<file path="src/rtl/wb_pkg.sv">
// wb_pkg: shared FSM states and one-hot grant encodings for the Wishbone arbiter
package wb_pkg;

   typedef enum logic [1:0] {
      ST_IDLE,
      ST_ACTIVE,
      ST_ABORT
   } state_e;

   localparam logic [1:0] GNT_NONE = 2'b00;
   localparam logic [1:0] GNT_M0   = 2'b01;
   localparam logic [1:0] GNT_M1   = 2'b10;

endpackage

</file>
<file path="src/rtl/wb_arb_rr2.sv">
// wb_arb_rr2: two-input round-robin / fixed-priority grant select (combinational)
module wb_arb_rr2
   import wb_pkg::*;
#(
   parameter int ROUND_ROBIN = 1
) (
   input  logic [1:0] req_i,
   input  logic       last_i,
   output logic [1:0] gnt_o
);

   // a single requester wins outright; a tie goes to the master not served last (or m0 in fixed priority)
   always_comb gnt_o = (&req_i) ? ((ROUND_ROBIN != 0 && !last_i) ? GNT_M1 : GNT_M0) : req_i;

endmodule

</file>
<file path="src/rtl/wb_ram_arbiter.sv">
// wb_ram_arbiter: two-master Wishbone arbiter sharing one RAM slave port, with watchdog abort
module wb_ram_arbiter
   import wb_pkg::*;
#(
   parameter int DATA_WIDTH   = 32,
   parameter int ADDR_WIDTH   = 16,
   parameter int SELECT_WIDTH = DATA_WIDTH / 8,
   parameter int ROUND_ROBIN  = 1,
   parameter int TIMEOUT      = 255
) (
   input  logic                    clk,
   input  logic                    rst_n,
   input  logic [ADDR_WIDTH-1:0]   m0_adr_i,
   input  logic [DATA_WIDTH-1:0]   m0_dat_i,
   output logic [DATA_WIDTH-1:0]   m0_dat_o,
   input  logic                    m0_we_i,
   input  logic [SELECT_WIDTH-1:0] m0_sel_i,
   input  logic                    m0_stb_i,
   output logic                    m0_ack_o,
   output logic                    m0_err_o,
   input  logic                    m0_cyc_i,
   input  logic [ADDR_WIDTH-1:0]   m1_adr_i,
   input  logic [DATA_WIDTH-1:0]   m1_dat_i,
   output logic [DATA_WIDTH-1:0]   m1_dat_o,
   input  logic                    m1_we_i,
   input  logic [SELECT_WIDTH-1:0] m1_sel_i,
   input  logic                    m1_stb_i,
   output logic                    m1_ack_o,
   output logic                    m1_err_o,
   input  logic                    m1_cyc_i,
   output logic [ADDR_WIDTH-1:0]   s_adr_o,
   output logic [DATA_WIDTH-1:0]   s_dat_o,
   input  logic [DATA_WIDTH-1:0]   s_dat_i,
   output logic                    s_we_o,
   output logic [SELECT_WIDTH-1:0] s_sel_o,
   output logic                    s_stb_o,
   input  logic                    s_ack_i,
   output logic                    s_cyc_o,
   output logic [1:0]              grant_o
);

   // watchdog keeps at least one bit so TIMEOUT=0 (disabled) still elaborates
   localparam int            TW    = (TIMEOUT > 0) ? $clog2(TIMEOUT + 1) : 1;
   localparam logic [TW-1:0] T_MAX = TW'(TIMEOUT);

   state_e        state_q;
   logic [1:0]    grant_q;
   logic          last_q;
   logic [TW-1:0] wdog_q;
   logic [TW-1:0] wdog_d;
   logic [1:0]    arb_gnt;
   logic          act;
   logic          cyc_g;
   logic          stb_g;
   logic          hit;

   wb_arb_rr2 #(
      .ROUND_ROBIN(ROUND_ROBIN)
   ) u_arb (
      .req_i ({m1_cyc_i, m0_cyc_i}),
      .last_i(last_q),
      .gnt_o (arb_gnt)
   );

   // granted-master selects, watchdog expiry and next watchdog count
   always_comb begin
      act    = state_q == ST_ACTIVE;
      cyc_g  = grant_q[0] ? m0_cyc_i : grant_q[1] & m1_cyc_i;
      stb_g  = grant_q[0] ? m0_stb_i : grant_q[1] & m1_stb_i;
      hit    = (TIMEOUT != 0) && act && wdog_q == T_MAX;
      wdog_d = (act && stb_g && !s_ack_i) ? ((wdog_q == T_MAX) ? wdog_q : wdog_q + 1'b1) : '0;
   end

   // slave-side mux; strobe and cycle are cut on the expiry cycle so the stalled slave sees an abort
   always_comb begin
      s_adr_o = grant_q[0] ? m0_adr_i : grant_q[1] ? m1_adr_i : '0;
      s_dat_o = grant_q[0] ? m0_dat_i : grant_q[1] ? m1_dat_i : '0;
      s_we_o  = grant_q[0] ? m0_we_i  : grant_q[1] & m1_we_i;
      s_sel_o = grant_q[0] ? m0_sel_i : grant_q[1] ? m1_sel_i : '0;
      s_cyc_o = act & cyc_g & ~hit;
      s_stb_o = act & stb_g & ~hit;
      grant_o = grant_q;
   end

   // master-side returns: ack only to the owner, never together with err
   always_comb begin
      m0_dat_o = s_dat_i;
      m1_dat_o = s_dat_i;
      m0_ack_o = act & grant_q[0] & s_ack_i & ~hit;
      m1_ack_o = act & grant_q[1] & s_ack_i & ~hit;
      m0_err_o = hit & grant_q[0];
      m1_err_o = hit & grant_q[1];
   end

   // arbitration FSM: grant is held for the whole CYC and only re-arbitrated from IDLE
   always_ff @(posedge clk or negedge rst_n) begin
      if (!rst_n) begin
         state_q <= ST_IDLE;
         grant_q <= GNT_NONE;
         last_q  <= 1'b1;
         wdog_q  <= '0;
      end else begin
         wdog_q <= wdog_d;
         case (state_q)
            ST_IDLE: begin
               if (m0_cyc_i | m1_cyc_i) begin
                  state_q <= ST_ACTIVE;
                  grant_q <= arb_gnt;
                  last_q  <= arb_gnt[1];
               end
            end
            ST_ACTIVE: begin
               if (!cyc_g) begin
                  state_q <= ST_IDLE;
                  grant_q <= GNT_NONE;
               end else if (hit) begin
                  state_q <= ST_ABORT;
               end
            end
            ST_ABORT: begin
               if (!cyc_g) begin
                  state_q <= ST_IDLE;
                  grant_q <= GNT_NONE;
               end
            end
            default: begin
               state_q <= ST_IDLE;
               grant_q <= GNT_NONE;
            end
         endcase
      end
   end

endmodule

</file>
<file path="config.mk">
export PLATFORM = sky130hd
export DESIGN_NAME = wb_ram_arbiter
export DESIGN_NICKNAME = d
export VERILOG_FILES = /design/src/rtl/wb_pkg.sv /design/src/rtl/wb_arb_rr2.sv /design/src/rtl/wb_ram_arbiter.sv
export SDC_FILE = /design/constraint.sdc
export NUM_CORES = 1
export LEC_CHECK = 0
export ABC_AREA = 1
export BUFFER_PORTS_ARGS = -buffer_cell sky130_fd_sc_hd__buf_4
export CELL_PAD_IN_SITES_DETAIL_PLACEMENT = 0
export CELL_PAD_IN_SITES_GLOBAL_PLACEMENT = 1
export CORE_UTILIZATION = 20
export DETAILED_ROUTE_END_ITERATION = 16
export GPL_ROUTABILITY_DRIVEN = 0
export GPL_TIMING_DRIVEN = 0
export PLACE_DENSITY_LB_ADDON = 0.15
export RECOVER_POWER = 100
export SYNTH_ARGS = -nofsm -noshare
export SYNTH_HDL_FRONTEND = slang
export SYNTH_SLANG_ARGS = --single-unit
</file>
<file path="constraint.sdc">
create_clock -name clk -period 3 [get_ports clk]
set_input_delay 0.15 -clock clk [delete_from_list [all_inputs] [get_ports clk]]
set_output_delay 0.15 -clock clk [all_outputs]
set_load 0.03 [all_outputs]
</file>
==> results.sh <==
export IMPL_die_y_um=103.8
export IMPL_grt_start_max_net_pins=14
export IMPL_ios=270
export IMPL_rows=36
export IMPL_fin_skew_ns=0.003469
export IMPL_cts_sinks=13
export IMPL_slowest_stage="dfrtp_1"
export IMPL_hold_viol=0
export IMPL_required_ns=2.85
export IMPL_cts_buffers=3
export IMPL_synth_area_leaders="nand2_1 24%, buf_4 24%, dfrtp_1 15%, nand3_1 15%, buf_2 4.1%"
export IMPL_routed_wirelength_um=9820
export IMPL_end_kind="primary output"
export IMPL_synth_top_area_share_pct=24.11
export IMPL_maxCapViolCount=0
export IMPL_dr_pass1_iters=4
export IMPL_antenna_cells=0
export IMPL_synthCells=346
export IMPL_crit_type="flip-flop to primary output"
export IMPL_critPathArrivalTime_ns=2.12
export IMPL_synth_mux_area_share_pct=0
export IMPL_grt_use_total_pct=17.25
export IMPL_cts_tree="done"
export IMPL_ys_seq_area_share_pct=15.77
export IMPL_synth_xor_area_share_pct=1.692
export IMPL_fin_crit_ns=2.269
export IMPL_clock_fmax_mhz=440.7
export IMPL_ys_ff_latch=13
export IMPL_grt_pass1_vias=2718
export IMPL_worst_pin_slew_ns=0.7372
export IMPL_cts_htree_levels=1
export IMPL_grt_overflow=0
export IMPL_hold_class="primary input to flip-flop"
export IMPL_antenna_found_initial=0
export IMPL_drive_gt1_share_pct=35.88
export IMPL_grt_pass1_wl_um=14960
export IMPL_p_per_area_mw_per_mm2=746.2
export IMPL_synth_top_area_cell="nand2_1"
export IMPL_drcViolationCount=0
export IMPL_io_buffers=237
export IMPL_status="finished clean"
export IMPL_clockBufferDepth=2
export IMPL_slew_violations=0
export IMPL_clkLatencyLatePin_ns=0.24
export IMPL_areaGrowthSynthToFinish_pct=74.08
export IMPL_total_power_uw=2690
export IMPL_setup_violations=0
export IMPL_yosys_area_share_adder_pct=2.417
export IMPL_drtAntennaViolNets=0
export IMPL_synthSimpleGateAreaFrac_pct=45.62
export IMPL_first_iter_violations=184
export IMPL_multi_input_area_mm2=0.001074
export IMPL_crit_path_frequent_cell="clkbuf_1"
export IMPL_max_stage_delay_ns=0.41
export IMPL_clockRootBuffer="clkbuf_8"
export IMPL_start_util_pct=20.90
export IMPL_cp_start_kind="flip-flop"
export IMPL_crit_fanout=10
export IMPL_synth_compound_area_share_pct=3.505
export IMPL_ir_worst_vdd_uv=347.7
export IMPL_slew_headroom_pct=50.86
export IMPL_vias_per_cell=3.971
export IMPL_wl_per_cell_um=13.62
export IMPL_synth_top_family_by_area="simple AND/OR/NAND/NOR gates"
export IMPL_nets=738
export IMPL_syn_avg_cell_area_um2=5.985
export IMPL_syn_area_mm2=0.002071
export IMPL_die_w_um=103.8
export IMPL_leakage_uw=0.002003
export IMPL_synthDistinctLibCells=28
export IMPL_core_area_mm2=0.009910
export IMPL_post_route_period_util_pct=75.64
export IMPL_fin_tns_setup_ns=0
export IMPL_seqCellArea_um2=326.6
export IMPL_syn_nets=495
export IMPL_yosysWarnings=0
export IMPL_grt_setup_unrepaired="no"
export IMPL_fill_cells=1183
export IMPL_num_vias=2863
export IMPL_die_area_mm2=0.01077
export IMPL_hpwl_um=8249
export IMPL_clk_pin_slew_ns=0.06
export IMPL_crit_chain="inv_2 -> clkbuf_1 -> clkbuf_1 -> nand3_1 -> nand2_1 -> clkbuf_1"
state kept, by name (all words and copies together), names as in the netlist:
register and cells:
wdog_q 8, last_q 1, state_q 2, grant_o 2
cell usage in the layout (no fill, tap or decap), drive strengths merged:
cell type,Yosys,routed
a21boi,1,1
a21oi,8,8
buf,82,198
clkbuf,0,124
clkinv,1,2
dfrtp,12,12
dfstp,1,1
dlygate4sd3,0,1
ha,4,4
inv,16,16
nand2,137,137
nand3,63,63
nand4,1,1
nor2,8,8
nor3,1,1
nor3b,1,1
nor4,2,2
o21ai,2,2
o21bai,1,1
or2,1,1
xnor2,1,1
xor2,3,3
layout make-up:
type	instances	share of cell area [%]
Clock inverter	1	0.1388
Multi-Input combinational cell	234	29.78
Sequential cell	13	9.059
Inverter	17	1.909
Clock buffer	3	1.145
Tap cell	133	4.616
Buffer	82	15.69
Timing Repair Buffer	238	37.66
logic make-up (layout without fill, tap and decap cells):
family,after synthesis,in the layout
AO/OA/AOI/OAI,12,12
XOR/XNOR,4,4
adder cells (fa/ha/maj),4,4
buffers and inverters,99,341
flip-flops,13,13
AND/OR/NAND/NOR,214,214
metrics by stage:
step	instance area (µm²)	hold slack [ns]	cells	setup WS (ns)	utilization [%]
floorplan	2071	-0.1456	346	0.9791	-
global placement	4016	0.007590	716	1.394	40.53
detailed placement	4016	0.008720	716	1.411	40.53
CTS	4073	0.2163	721	1.130	41.10
global route	3605	0.2772	721	0.5000	36.38
finish	3605	0.2203	721	0.7307	36.38
final timing paths:
kind                       slack [ns]                      to                   start  cells past startpoint
max                              0.73              s_dat_o[5]  grant_o[0]$_DFFE_PN0P_                      6
min                              0.22      last_q$_DFFE_PN1P_                m1_cyc_i                      4
max reg2reg                      1.37  state_q[0]$_DFFE_PN0P_   wdog_q[0]$_DFFE_PN0P_                      7
min reg2reg                      0.47      last_q$_DFFE_PN1P_      last_q$_DFFE_PN1P_                      2
max in group asynchronous        2.04   wdog_q[5]$_DFFE_PN0P_                   rst_n                      2
min in group asynchronous        0.49  grant_o[0]$_DFFE_PN0P_                   rst_n                      2
synthesized netlist by cell type:
cell type,number
nor3_1,1
nor2_2,1
nand2_2,1
or2_2,1
nor2_1,7
nand3_2,3
xnor2_1,1
inv_2,1
a21oi_1,7
dfstp_2,1
o21ai_0,1
buf_2,17
a21boi_0,1
nand3_1,60
buf_4,65
a21oi_2,1
nor4_1,2
dfrtp_1,12
nand4_1,1
ha_1,4
o21bai_1,1
nor3b_2,1
clkinv_4,1
o21ai_2,1
xor2_1,3
nand2_1,133
nand2_4,3
inv_1,15
critical path: cells and delay by family (launching register included):
family                 cells  cell delay [ns]
buffers and inverters      4             1.23
and+or+nand+nor            2             0.23
DFF                        1             0.41
report_power, final:
group | internal, µW | leakage, µW | switching, µW | total (µW)
clock | 91.6 | 0.0000255 | 65.1 | 157
combinational | 632 | 0.00180 | 1660 | 2290
sequential | 210 | 0.000174 | 28.3 | 238
total | 934 | 0.00200 | 1760 | 2690
repair_timing:
| action | in CTS | in global routing |
|---|---|---|
| hold endpoints to repair | 13 | 0 |
| setup buffers | 0 | 0 |
| resized for setup | 0 | 0 |
| hold buffers | 1 | 0 |
| setup endpoints to repair | 0 | 0 |
per-layer routing:
metal | track usage (%) | wire (µm) | vias to the layer above
met3 | 2.203 | 533 | 8
met2 | 32.12 | 5038 | 110
met1 | 21.35 | 4151 | 1233
met4 | 2.755 | 96 | 0
li1 | - | - | 1512
met5 | 0 | 0 | -
Note: power is estimated with default switching activity, not from simulation.
